<file path="src/rtl/predecode_queue_pkg.sv">
// Shared constants and types for the predecoding instruction queue:
// RV32 opcodes, funct3 values, the canonical nop, class bit positions
// and the predecode result record stored with every queue entry.
package predecode_queue_pkg;

  // Major opcodes (instr[6:0])
  localparam logic [6:0] OPC_LUI      = 7'b0110111;
  localparam logic [6:0] OPC_AUIPC    = 7'b0010111;
  localparam logic [6:0] OPC_JAL      = 7'b1101111;
  localparam logic [6:0] OPC_JALR     = 7'b1100111;
  localparam logic [6:0] OPC_BRANCH   = 7'b1100011;
  localparam logic [6:0] OPC_LOAD     = 7'b0000011;
  localparam logic [6:0] OPC_STORE    = 7'b0100011;
  localparam logic [6:0] OPC_OP_IMM   = 7'b0010011;
  localparam logic [6:0] OPC_OP       = 7'b0110011;
  localparam logic [6:0] OPC_MISC_MEM = 7'b0001111;
  localparam logic [6:0] OPC_SYSTEM   = 7'b1110011;

  // funct3 values (instr[14:12]) the predecoder cares about
  localparam logic [2:0] F3_SLL      = 3'b001;
  localparam logic [2:0] F3_SRL_SRA  = 3'b101;
  localparam logic [2:0] F3_FENCE    = 3'b000;
  localparam logic [2:0] F3_FENCEI   = 3'b001;
  localparam logic [2:0] F3_PRIV     = 3'b000;
  localparam logic [2:0] F3_SYS_RSVD = 3'b100;

  // Privileged encodings in instr[31:20] when SYSTEM funct3 is zero
  localparam logic [11:0] SYS_ECALL  = 12'h000;
  localparam logic [11:0] SYS_EBREAK = 12'h001;
  localparam logic [11:0] SYS_MRET   = 12'h302;
  localparam logic [11:0] SYS_WFI    = 12'h105;

  // addi x0, x0, 0
  localparam logic [31:0] NOP_INSTR = 32'h00000013;

  // Bit positions inside the one-hot class vector
  localparam int CLS_ALU    = 0;
  localparam int CLS_JUMP   = 1;
  localparam int CLS_BRANCH = 2;
  localparam int CLS_LOAD   = 3;
  localparam int CLS_STORE  = 4;
  localparam int CLS_MULDIV = 5;
  localparam int CLS_CSR    = 6;
  localparam int CLS_SYSTEM = 7;

  // Predecode result kept next to each queued instruction
  typedef struct packed {
    logic [7:0] instr_class;
    logic       illegal;
  } predecode_out_type;

endpackage

</file>
<file path="src/rtl/predecode_queue_predecoder.sv">
// Combinational predecoder: classifies one instruction into a one-hot
// class and flags encodings the core does not implement.
module predecode_queue_predecoder
  import predecode_queue_pkg::*;
#(
  parameter bit MULDIV_EN = 1'b1,
  parameter bit FENCEI_EN = 1'b1
) (
  input  logic [31:0]       instr,
  output predecode_out_type pd
);

  logic [6:0] opcode;
  logic [2:0] funct3;
  logic [7:0] cls;
  logic       bad;
  logic       unused_fields;

  assign opcode = instr[6:0];
  assign funct3 = instr[14:12];

  // Register and immediate fields other than those below never affect class
  assign unused_fields = ^{instr[19:15], instr[11:7]};

  // Pick the class from the opcode, then veto it for reserved encodings
  always_comb begin
    cls = '0;
    bad = 1'b0;
    case (opcode)
      OPC_LUI, OPC_AUIPC: cls[CLS_ALU] = 1'b1;
      OPC_OP_IMM: begin
        cls[CLS_ALU] = 1'b1;
        if ((funct3 == F3_SLL || funct3 == F3_SRL_SRA) && instr[25]) bad = 1'b1;
      end
      OPC_OP: begin
        if (instr[25]) begin
          cls[CLS_MULDIV] = 1'b1;
          if (!MULDIV_EN) bad = 1'b1;
        end else begin
          cls[CLS_ALU] = 1'b1;
        end
      end
      OPC_JAL, OPC_JALR: cls[CLS_JUMP] = 1'b1;
      OPC_BRANCH: begin
        cls[CLS_BRANCH] = 1'b1;
        if (funct3 == 3'd2 || funct3 == 3'd3) bad = 1'b1;
      end
      OPC_LOAD: begin
        cls[CLS_LOAD] = 1'b1;
        if (funct3 == 3'd3 || funct3 == 3'd6 || funct3 == 3'd7) bad = 1'b1;
      end
      OPC_STORE: begin
        cls[CLS_STORE] = 1'b1;
        if (funct3 >= 3'd3) bad = 1'b1;
      end
      OPC_MISC_MEM: begin
        cls[CLS_ALU] = 1'b1;
        if (!(funct3 == F3_FENCE || (funct3 == F3_FENCEI && FENCEI_EN))) bad = 1'b1;
      end
      OPC_SYSTEM: begin
        if (funct3 == F3_SYS_RSVD) begin
          bad = 1'b1;
        end else if (funct3 == F3_PRIV) begin
          cls[CLS_SYSTEM] = 1'b1;
          if (!(instr[31:20] == SYS_ECALL || instr[31:20] == SYS_EBREAK ||
                instr[31:20] == SYS_MRET  || instr[31:20] == SYS_WFI)) bad = 1'b1;
        end else begin
          cls[CLS_CSR] = 1'b1;
        end
      end
      default: bad = 1'b1;
    endcase
    if (instr[1:0] != 2'b11) bad = 1'b1;
    pd.illegal     = bad;
    pd.instr_class = bad ? 8'h00 : cls;
  end

endmodule

</file>
<file path="src/rtl/predecode_queue.sv">
// Fetch-to-decode instruction FIFO. Instructions are predecoded on the way
// in so decode can steer on the stored class one cycle after enqueue.
module predecode_queue
  import predecode_queue_pkg::*;
#(
  parameter int unsigned DEPTH     = 4,
  parameter bit          MULDIV_EN = 1'b1,
  parameter bit          FENCEI_EN = 1'b1
) (
  input  logic                     clock,
  input  logic                     reset,
  input  logic                     flush,
  input  logic                     in_valid,
  output logic                     in_ready,
  input  logic [31:0]              in_instr,
  input  logic [31:0]              in_pc,
  output logic                     out_valid,
  input  logic                     out_ready,
  output logic [31:0]              out_instr,
  output logic [31:0]              out_pc,
  output logic [7:0]               out_class,
  output logic                     out_illegal,
  output logic [$clog2(DEPTH):0]   count
);

  localparam int PW = $clog2(DEPTH);
  localparam int CW = PW + 1;

  logic [31:0]       instr_mem [DEPTH];
  logic [31:0]       pc_mem    [DEPTH];
  predecode_out_type pd_mem    [DEPTH];

  logic [PW-1:0]     rd_ptr;
  logic [PW-1:0]     wr_ptr;
  predecode_out_type in_pd;
  logic              do_enq;
  logic              do_deq;

  predecode_queue_predecoder #(
    .MULDIV_EN (MULDIV_EN),
    .FENCEI_EN (FENCEI_EN)
  ) u_predecoder (
    .instr (in_instr),
    .pd    (in_pd)
  );

  // Handshakes depend only on registered occupancy; flush cancels both sides
  assign in_ready  = (count < CW'(DEPTH));
  assign out_valid = (count != '0);
  assign do_enq    = in_valid & in_ready & ~flush;
  assign do_deq    = out_valid & out_ready & ~flush;

  // Pointer and occupancy bookkeeping; pointers wrap naturally at DEPTH
  always_ff @(posedge clock or negedge reset) begin
    if (!reset) begin
      rd_ptr <= '0;
      wr_ptr <= '0;
      count  <= '0;
    end else if (flush) begin
      rd_ptr <= '0;
      wr_ptr <= '0;
      count  <= '0;
    end else begin
      if (do_enq) wr_ptr <= wr_ptr + PW'(1);
      if (do_deq) rd_ptr <= rd_ptr + PW'(1);
      if (do_enq && !do_deq)      count <= count + CW'(1);
      else if (!do_enq && do_deq) count <= count - CW'(1);
    end
  end

  // Entry storage is not reset; stale slots are hidden by the empty mux
  always_ff @(posedge clock) begin
    if (do_enq) begin
      instr_mem[wr_ptr] <= in_instr;
      pc_mem[wr_ptr]    <= in_pc;
      pd_mem[wr_ptr]    <= in_pd;
    end
  end

  // Head entry to decode, or the fixed idle values when the queue is empty
  always_comb begin
    out_instr   = NOP_INSTR;
    out_pc      = '0;
    out_class   = '0;
    out_illegal = 1'b0;
    if (out_valid) begin
      out_instr   = instr_mem[rd_ptr];
      out_pc      = pc_mem[rd_ptr];
      out_class   = pd_mem[rd_ptr].instr_class;
      out_illegal = pd_mem[rd_ptr].illegal;
    end
  end

endmodule

</file>
<file path="config.mk">
export PLATFORM = sky130hd
export DESIGN_NAME = predecode_queue
export DESIGN_NICKNAME = d
export VERILOG_FILES = /design/src/rtl/predecode_queue_pkg.sv /design/src/rtl/predecode_queue_predecoder.sv /design/src/rtl/predecode_queue.sv
export SDC_FILE = /design/constraint.sdc
export NUM_CORES = 1
export LEC_CHECK = 0
export BUFFER_PORTS_ARGS = -buffer_cell sky130_fd_sc_hd__clkbuf_2
export CAP_MARGIN = 25
export CORE_MARGIN = 4
export CORE_UTILIZATION = 25
export DETAILED_ROUTE_END_ITERATION = 10
export GPL_ROUTABILITY_DRIVEN = 0
export GPL_TIMING_DRIVEN = 0
export MAX_ROUTING_LAYER = met4
export PLACE_DENSITY = 0.52
export SETUP_SLACK_MARGIN = 0.3
export SLEW_MARGIN = 20
export SYNTH_ARGS = -nofsm -noshare
export SYNTH_HDL_FRONTEND = slang
export SYNTH_SLANG_ARGS = --single-unit
</file>
<file path="constraint.sdc">
create_clock -name clock -period 4.5 [get_ports clock]
set_input_delay 0.9 -clock clock [delete_from_list [all_inputs] [get_ports clock]]
set_output_delay 0.9 -clock clock [all_outputs]
set_load 0.05 [all_outputs]
</file>
# After elaboration in Yosys (flattened, before gate mapping)
# Memories as Yosys holds them, arrays and structs flattened.
# Index checks and enable logic that the tools add are counted.
dict set report totals {
  regBits 7
  latchBits 0
  ramBits 292
  n_memories 3
  mem_bits_ro 0
  output_inout_bits 78
}
dict set report classes {
  div 0
  n_lt_le_gt_ge 2
  n_eq_ne 22
  bitwise_logic 5
  n_mux 36
  mul 0
  reduce_logical 22
  addsub 4
  shifts 0
}
# name words word_bits rd rd_clocked_by_memory_dff wr line_no
set memory_table {}
lappend memory_table {instr_mem 4 32 1 0 1 predecode_queue.sv:29} ;# logic [31:0] instr_mem [DEPTH];
lappend memory_table {pc_mem 4 32 1 0 1 predecode_queue.sv:30} ;# logic [31:0] pc_mem [DEPTH];
lappend memory_table {pd_mem 4 9 1 0 1 predecode_queue.sv:31} ;# predecode_out_type pd_mem [DEPTH];
# operator n
set ops {}
lappend ops {{$mux 32} 2}
lappend ops {{$eq 7x7->1 const B} 4}
lappend ops {{$eq 7x6->1 const B} 3}
lappend ops {{$mux 1} 21}
lappend ops {{$mux 8} 2}
lappend ops {{$eq 7x5->1 const B} 2}
lappend ops {{$eq 12x1->1 const B} 1}
lappend ops {{$eq 12x10->1 const B} 1}
lappend ops {{$eq 12x9->1 const B} 1}
lappend ops {{$eq 3x3->1 const B} 4}
lappend ops {{$logic_not 12->1} 1}
lappend ops {{$mux 2} 6}
lappend ops {{$mux 3} 3}
lappend ops {{$logic_or 1x1->1} 8}
lappend ops {{$eq 7x2->1 const B} 1}
lappend ops {{$eq 7x4->1 const B} 1}
lappend ops {{$pmux 1 s7} 1}
lappend ops {{$eq 3x2->1 const B} 2}
lappend ops {{$reduce_bool 3->1} 2}
lappend ops {{$reduce_or 5->1} 1}
lappend ops {{$add 2x1->2 const B} 2}
lappend ops {{$and 1x1->1} 4}
lappend ops {{$reduce_bool 2->1} 2}
lappend ops {{$reduce_or 4->1} 1}
lappend ops {{12 further kinds} 15}

# Depth between registers and ports, before layout
# Gate-level depths: netlist of run 1.
dict set report depth {
  ltp_word 10
  depth_mapped 10
  mapped_depth_nobuf 9
}

# By module
# Synthesis of run 1 repeated with hierarchy kept, for this count alone.
dict set report hier_totals {
  hier_cells 576
  area_unflattened_um2 11898.9
}
# mod n_inst cells_each area_each_um2
set by_module_without_submodules {}
lappend by_module_without_submodules {predecode_queue 1 523 11537.3}
lappend by_module_without_submodules {predecode_queue_predecoder 1 53 361.6}

# Least setup slack after synthesis of run 1
# OpenSTA, ideal clock, no wires.
dict set report synth_timing {
  kind {input to register}
  from {input port in_valid}
  to {memory instr_mem[0][0] (enable)}
  path_buffers 1
  cell_stages 4
  slack_ns 0.831
  setup_ns 0.439
  arrival_time_ns 3.229
  cell_sequence {nor2b_1 clkbuf_1 nor2b_1 and2_1}
}
dict set report synth_between {
  elab_chain_cells 4
}
# item line_no
set synth_rtl {}
lappend synth_rtl {{start, declared} predecode_queue.sv:13} ;# input logic in_valid,
lappend synth_rtl {{$and 1x1->1 (2 in series)} predecode_queue.sv:50} ;# assign do_enq = in_valid & in_ready & ~flush;
lappend synth_rtl {{$mux 1} predecode_queue.sv:73} ;# if (do_enq) begin
lappend synth_rtl {{$mux 1 (not written as such)} predecode_queue.sv:74} ;# instr_mem[wr_ptr] <= in_instr;
lappend synth_rtl {{end, declared} predecode_queue.sv:29}
# Every way passes these cells.

# Worst setup path in the final report of run 1
dict set report layout_timing {
  from {register count[1]}
  to {output port out_instr[1]}
}
dict set report layout_between {
  elab_chain_cells 2
}
# item line_no
set layout_rtl {}
lappend layout_rtl {{start, declared} predecode_queue.sv:23} ;# output logic [$clog2(DEPTH):0] count
lappend layout_rtl {{start signal, assigned} predecode_queue.sv:66} ;# if (do_enq && !do_deq) count <= count + CW'(1);
lappend layout_rtl {{start signal, assigned} predecode_queue.sv:67} ;# else if (!do_enq && do_deq) count <= count - CW'(1);
lappend layout_rtl {{$reduce_bool 3->1} predecode_queue.sv:49} ;# assign out_valid = (count != '0);
lappend layout_rtl {{$mux 32} predecode_queue.sv:86} ;# if (out_valid) begin
lappend layout_rtl {{end, declared} predecode_queue.sv:19} ;# output logic [31:0] out_instr,
# Every way passes these cells.

==> key figures, run 1 <==
Power
  • Switching pwr: 3.75 mW
  • Switch share: around two fifths
  • Power per cell area: 664 nW/um2
  • Gate power share: approximately 38%
  • Seq pwr share: 34.4%
  • Int Power: 5.90 mW
  • Leak pwr: approximately 4.8 nW
  • Clock group share of total power: 27.7%
  • Maximum vdd drop: approximately 0.35 mV
  • Tot Pwr: 9.65 mW

Floorplan
  • # rows: 79
  • Starting Density: 25.3%
  • Die area: 50700 um2
  • Die height: 225 um
  • I/O Pins: 147
  • Die width: about 230 um
  • Core area: 46600 um2

Final layout
  • Antenna cells: 0
  • Leading cell types in the layout, fill and taps excluded: edfxtp_1, clkbuf_2, nor2b_1, mux4_2, clkbuf_16
  • Area of the multi-input gates: 2700 um2
  • Layout area overhead: 23.2%
  • Most common cell after layout, fill and taps aside: edfxtp_1
  • Fillers: 4560
  • Layout cells sized above 1: 37.7%
  • Register area: 8940 um2
  • Final #Nets: around 830
  • Layout Cells excl Fill: 1386

Worst setup path
  • CP endpoint kind: output pin
  • Crit path cell chain: nor3_1 > buf_2 > clkbuf_1 > or2_1 > clkbuf_2
  • Setup Crit Path Kind: reg2out
  • Worst path buffer plus inverter count: 3
  • Worst setup SP type: flop
  • CP Max Fanout: 10
  • Slowest stage delay, CP: 0.61 ns
  • WP data required: 3.60 ns
  • CP delay by family, top: buffers and inverters
  • CP Data Arrival Time: 2.82 ns
  • Worst path slowest cell: clkbuf_1

STA
  • Fmax: 269 MHz
  • # setup viols final: 0
  • Hold slack: 0.207 ns
  • Clock Skews: 0.0181 ns
  • Setup ws final: a little under 0.8 ns
  • Worst-margin pin slew: 0.752 ns
  • RSZ-0062 raised after global routing: no
  • Final Slew Violations: 0
  • Fin crit share: between 80% and 90%
  • Rel. slew slack: 49.8%
  • Final hold violation count: 0
  • Final min period: 3.72 ns

Global route
  • GRT Total Usage: about 11%
  • Number of antenna violations at the first check in global routing: 0
  • Met1 Use GR: about 14%
  • GRT overflow: 0
  • GRT met3 Usage: 3.50%
  • Vias in the first global route: between 6000 and 7000
  • M2 GR Usage: 18.5%
  • First-pass GRT wire length: 41.6 mm
  • Largest net degree at the start of global routing: 35
  • Grt peak-use layer: met2

Yosys
  • Seq/Total Area, Yosys: 75.8%
  • Syn Area/Cell: roughly 21 um2
  • Synthesized-area fraction occupied by xor and xnor cells: 0.446%
  • Syn nets: 641
  • Dominant combinational cell family by area after synthesis: multiplexers
  • Synthesized instance count: 567
  • Mapped cell area: between 10000 and 15000 um2
  • Synth Area in Adders: 0.594%
  • Yosys reg bits: 299
  • Compound-gate portion of the synthesized area: 1.10%
  • Mux contribution to synthesized area: 13.9%
  • Post-synthesis simple-gate area fraction: 6.70%
  • Library cells used by synthesis: 43
  • Synthesis Warnings: 0

Clocking
  • Total CTS buffers: 35
  • Setup bufs post-CTS: 0
  • CTS sink cnt: 299
  • Clk_lat worst skew: about 0.52 ns
  • Clk root buf: clkbuf_16
  • H-tree depth: 2
  • CTS resizes: 0
  • Clock-pin slew on the worst setup and hold paths: 0.06 ns
  • Clock buffer depth: 3
  • # hold bufs at CTS: 0
  • TritonCTS clock tree: yes

Hold path
  • HP Class: in2async

Placed design
  • Post-detail-place hpwl: 18.1 mm
  • I/O Buffers: 145
  • Placement Setup Slack: 1.17 ns
  • Dpl cells: approximately 1300

Drt
  • Remaining DRCs: 0
  • DRT iter0 DRCs: around 270
  • Via-per-instance ratio: 4.30
  • WL per Instance: 20.3 um
  • Antenna viol nets, final: 0
  • Vias: 5960
  • Final WL: 28.1 mm
  • TritonRoute pass-1 iters: 4

Outcome
  • Status: finished clean

Flow run
  • Max Cap Viol: 0
-- worst register-to-register path, stage by stage, from the launching register on --
cell,delay [ns]
dfrtp_1,0.46
nor2b_1,0.14
clkbuf_1,0.29
nor2b_1,0.34
and2_4,0.51
buf_12,0.29
buf_12,0.26
-- registers in the layout, summed over array words and instances, names as in the netlist --
register and cells:
pd_mem 36, pc_mem 128, instr_mem 128, wr_ptr 2, count 3, rd_ptr 2
-- per-layer routing --
layer	vias to the layer above	share of wire, %
met1	3126	43
met4	0	2.0
met2	130	49
met5	-	0
met3	41	6.2
li1	2663	-
-- power by group through the flow --
stage                     combinational, mW  clock (mW)  sequential [mW]
after global routing                   3.91        2.91             3.34
after floorplan                        2.69           0             3.41
after detailed placement               3.77           0             3.38
after CTS                              3.77        2.78             3.32
final                                  3.66        2.67             3.32
after global placement                 3.72           0             3.41
-- stage by stage --
stage | util [%] | cell area, um2 | setup TNS (ns)
after global placement | 28.5 | 13300 | -374.46
after detailed placement | 28.9 | 13500 | 0
final | 31.2 | 14500 | 0
after global routing | 31.2 | 14500 | 0
after CTS | 31.2 | 14500 | 0
after floorplan | - | 11800 | 0
-- kinds of logic after synthesis --
family,count (synthesis)
compound gates,20
xor+xnor,6
fa+ha+maj,5
buf+inv,36
flops,299
mux,73
simple gates,128
-- worst paths after layout --
path / from / endpoint / slack (ns) / cells after the start
min in group clock: in_pc[19] / pc_mem[0][19] / 0.60 / 1
max in group asynchronous: reset / count[1] / 4.12 / 1
worst min-delay path: reset / wr_ptr[1] / 0.21 / 1
worst max register to register: count[2] / instr_mem[3][0] / 1.90 / 6
worst min register to register: wr_ptr[0] / wr_ptr[0] / 0.61 / 2
worst max-delay path: count[1] / out_instr[1] / 0.78 / 5
-- cell usage after synthesis, drive strengths merged --
cell type | count | area share [%]
a21boi | 1 | 0.064
nor3 | 6 | 0.25
nand3 | 1 | 0.042
fa | 1 | 0.17
nand2 | 6 | 0.19
nand3b | 2 | 0.13
dfrtp | 7 | 1.5
nor4bb | 1 | 0.085
nor3b | 1 | 0.064
o31a | 1 | 0.074
o221ai | 1 | 0.13
o21a | 1 | 0.064
and4 | 1 | 0.074
nor4 | 5 | 0.27
mux4 | 73 | 14
nor4b | 1 | 0.074
buf | 17 | 0.78
clkbuf | 11 | 0.35
a21oi | 9 | 0.38
edfxtp | 292 | 74
and2 | 5 | 0.27
o31ai | 1 | 0.11
inv | 8 | 0.25
xnor2 | 3 | 0.22
nand4b | 1 | 0.074
ha | 4 | 0.42
o21ai | 4 | 0.17
a211oi | 1 | 0.064
nand2b | 2 | 0.11
nor2 | 14 | 0.51
or2 | 4 | 0.21
nor2b | 73 | 3.9
or2b | 1 | 0.064
a31oi | 1 | 0.053
or4 | 1 | 0.095
nand4 | 1 | 0.18
xor2 | 3 | 0.22
and3b | 2 | 0.15
-- final cells by class --
cell class	count	share of cell area, %
multi-input combinational	232	18.6
tap	607	5.23
clock buffer	42	6.50
sequential	299	61.5
clock inverter	17	0.887
buffer	28	0.921
inverter	8	0.207
timing repair buffer	153	6.15
Note: power is estimated with default switching activity, not from simulation.
==> run 2, diff against run 1 <==
- ABC_AREA: not set -> 1
- PLACE_DENSITY: 0.52 -> 0.53
- clock period: 4.5 -> 3.31 ns (I/O delays scaled with it)
==> run 2 against run 1 <==
Compared with the run above:
- sequential power rose by 34%
- clock power grew 49%
- largest cell class unchanged
- global-route usage increased by 1.6 points
- cell count increased by 33%
==> key figures, run 2 <==
Outcome
  • Status: finished clean

Floorplan
  • Die height: 228 um (+1.1%)
  • Die width: 228 um (+1.1%)
  • Starting Density: 25.3% (-0.060 points)
  • Core area: 47700 um2 (+2.6%)
  • Die area: 51800 um2 (+2.2%)
  • I/O Pins: 147 (unchanged)
  • # rows: 80 (+1.3%)

Power
  • Maximum vdd drop: 0.514 mV (+48%)
  • Power per cell area: 898 nW/um2 (+35%)
  • Leak pwr: 5.55 nW (+17%)

STA
  • Clock Skews: 0.0172 ns (-0.000845 ns)
  • Final min period: 2.89 ns
  • Fmax: ~350 MHz
  • # setup viols final: 0 (unchanged)
  • Fin crit share: 87.3%
  • Hold slack: 0.335 ns (+0.127 ns)
  • Final Slew Violations: 0 (unchanged)
  • RSZ-0062 raised after global routing: yes
  • Rel. slew slack: 46.0% (-3.8 points)
  • Final hold violation count: 0 (unchanged)
  • Worst-margin pin slew: 0.807 ns (+0.0551 ns)

Final layout
  • Register area: 8940 um2 (about the same)
  • Layout area overhead: 26.5%
  • Final #Nets: 1272 (+53%)
  • Leading cell types in the layout, fill and taps excluded: nor2_1, edfxtp_1, o21ai_0
  • Most common cell after layout, fill and taps aside: nor2_1
  • Largest registers: instr_mem (128), pc_mem (128), pd_mem (36)
  • Layout cells sized above 1: 24.1% (-14 points)
  • Area of the multi-input gates: 2790 um2 (+3.2%)
  • Fillers: 4741 (+4.0%)
  • Final Util: 32.0% (+0.76 points)
  • Post-route cell area: 15300 um2 (+5.0%)

Worst setup path
  • WP data required: 2.65 ns (-0.95 ns)
  • CP Data Arrival Time: 2.23 ns (-0.59 ns)
  • R2r setup slk: 0.91 ns (-0.99 ns)
  • Worst setup startpoint: rd_ptr[0]
  • R2R depth: 6 (unchanged)
  • CP endpoint kind: output pin
  • FF-to-FF Start: count[2]
  • Worst setup SP type: flop
  • CP Max Fanout: 10 (unchanged)
  • RR Endpoint: pc_mem[0][7]
  • Setup crit end: out_pc[8]
  • Setup Crit Path Kind: reg2out

Flow run
  • Max Cap Viol: 0 (unchanged)

Yosys
  • Mapped cell area: 12100 um2 (+2.3%)
  • Syn nets: 1074 (+68%)
  • Synth top area share: 72.7% (-1.7 points)
  • Asr flop ratio synth: 2.34% (unchanged)
  • Syn Area/Cell: 12.1 um2 (-42%)
  • Synthesized instance count: 1000 (+76%)
  • Library cells used by synthesis: 28 (-35%)
  • Commonest cells post-synth: nor2_1, edfxtp_1, o21ai_0, a21oi_1, nand2_1
  • Seq/Total Area, Yosys: 74.1% (-1.7 points)
  • Post-synth EDFFs: 292 (unchanged)
  • Synthesis Warnings: 0 (unchanged)
  • Yosys top cell by area: edfxtp_1
  • Area contributors post-synth: edfxtp_1, nor2_1, o21ai_0
  • Top FF cell, synth: edfxtp_1
  • Top-count cell post-synth: nor2_1
  • Yosys reg bits: 299 (unchanged)

Drt
  • TritonRoute pass-1 iters: 5 (+1)
  • DRT iter0 DRCs: 586 (+120%)
  • Via-per-instance ratio: 4.33 (+0.70%)
  • WL per Instance: 18.0 um (-11%)
  • Remaining DRCs: 0 (unchanged)
  • Vias: 8002 (+34%)
  • Antenna viol nets, final: 0 (unchanged)
  • Final WL: 33.3 mm (+19%)

Clocking
  • Clock buffer depth: 3 (unchanged)
  • Clock-pin slew on the worst setup and hold paths: 0.06 ns (about the same)
  • TritonCTS clock tree: yes
  • CTS sink cnt: 299 (unchanged)
  • Setup bufs post-CTS: 0 (unchanged)
  • Clk_lat worst skew: 0.54 ns (+0.02 ns)
  • Clk root buf: clkbuf_16
  • Total CTS buffers: 37 (+5.7%)
  • H-tree depth: 2 (unchanged)

Global route
  • GRT overflow: 0 (unchanged)
  • Largest net degree at the start of global routing: 23 (-34%)
  • GRT Total Usage: 13.0% (+1.6 points)
  • Number of antenna violations at the first check in global routing: 6 (+6)
  • Vias in the first global route: 7972 (+25%)
  • First-pass GRT wire length: 50.2 mm (+21%)

Placed design
  • Post-detail-place hpwl: 22.4 mm (+24%)
  • Cell Area, Placed: 13900 um2 (+3.0%)
  • I/O Buffers: 146 (+0.69%)

Hold path
  • HP Class: in2reg
run 2: area by class of cell:
class	count	area share (%)
flip-flops and latches	299	58.6
multi-input cells	615	18.2
repair buffers	159	6.98
clock buffers	40	6.14
well taps	615	5.04
plain buffers	55	2.30
clock inverters	28	1.81
inverters	31	0.779
diodes	6	0.0984
run 2: layer usage:
metal | vias up | routed length [um] | GRT usage, %
met4 | 0 | 626 | 3.08
met3 | 43 | 2080 | 4.00
met2 | 199 | 16000 | 21.2
li1 | 3941 | - | -
met5 | - | 0 | -
met1 | 3819 | 14600 | 16.0
run 2: how the worst min path moves through the flow:
stage	startpoint	end	slack [ns]	cells after the start
after floorplan	reset	count[0]	0.37	0
after global placement	reset	count[2]	0.51	1
after detailed placement	reset	count[2]	0.52	1
after CTS	in_pc[27]	pc_mem[2][27]	0.29	1
after global routing	in_pc[27]	pc_mem[3][27]	0.30	1
final	in_instr[16]	instr_mem[1][16]	0.33	1
run 2: repair_timing:
action,CTS,global route
resized for setup,63,38
endpoints found under the setup margin,70,70
hold buffers,1,0
endpoints found under the hold margin,7,0
run 2: logic make-up after synthesis:
family,synth area share (%)
and+or+nand+nor,12.5
buffers and inverters,3.28
DFF,74.1
AOI/OAI and AO/OA,9.51
adders and majority gates,0.581
run 2: critical path, stage by stage, from the launching register on:
cell and delay, ns:
dfrtp_2 0.46, inv_2 0.08, buf_4 0.21, clkbuf_2 0.27, o21ai_0 0.12, a21oi_1 0.25
clkbuf_4 0.29
run 2: power breakdown:
part	total (mW)	leakage, nW	switching, mW	internal (mW)
sequential	4.45	2.75	0.0587	4.39
clock	3.99	0.591	1.60	2.39
combinational	5.28	2.22	4.07	1.21
run 2: per-stage QoR:
step | setup WS (ns) | setup TNS (ns) | power (mW) | instances
final | 0.421 | 0 | 13.7 | 1848
after global routing | 0.300 | 0 | 14.4 | 1848
after CTS | 0.302 | 0 | 13.9 | 1842
after detailed placement | 0.423 | 0 | 9.70 | 1773
after global placement | -1.95 | -552.82 | 9.64 | 1761
after floorplan | -0.161 | -46.97 | 8.08 | 1000
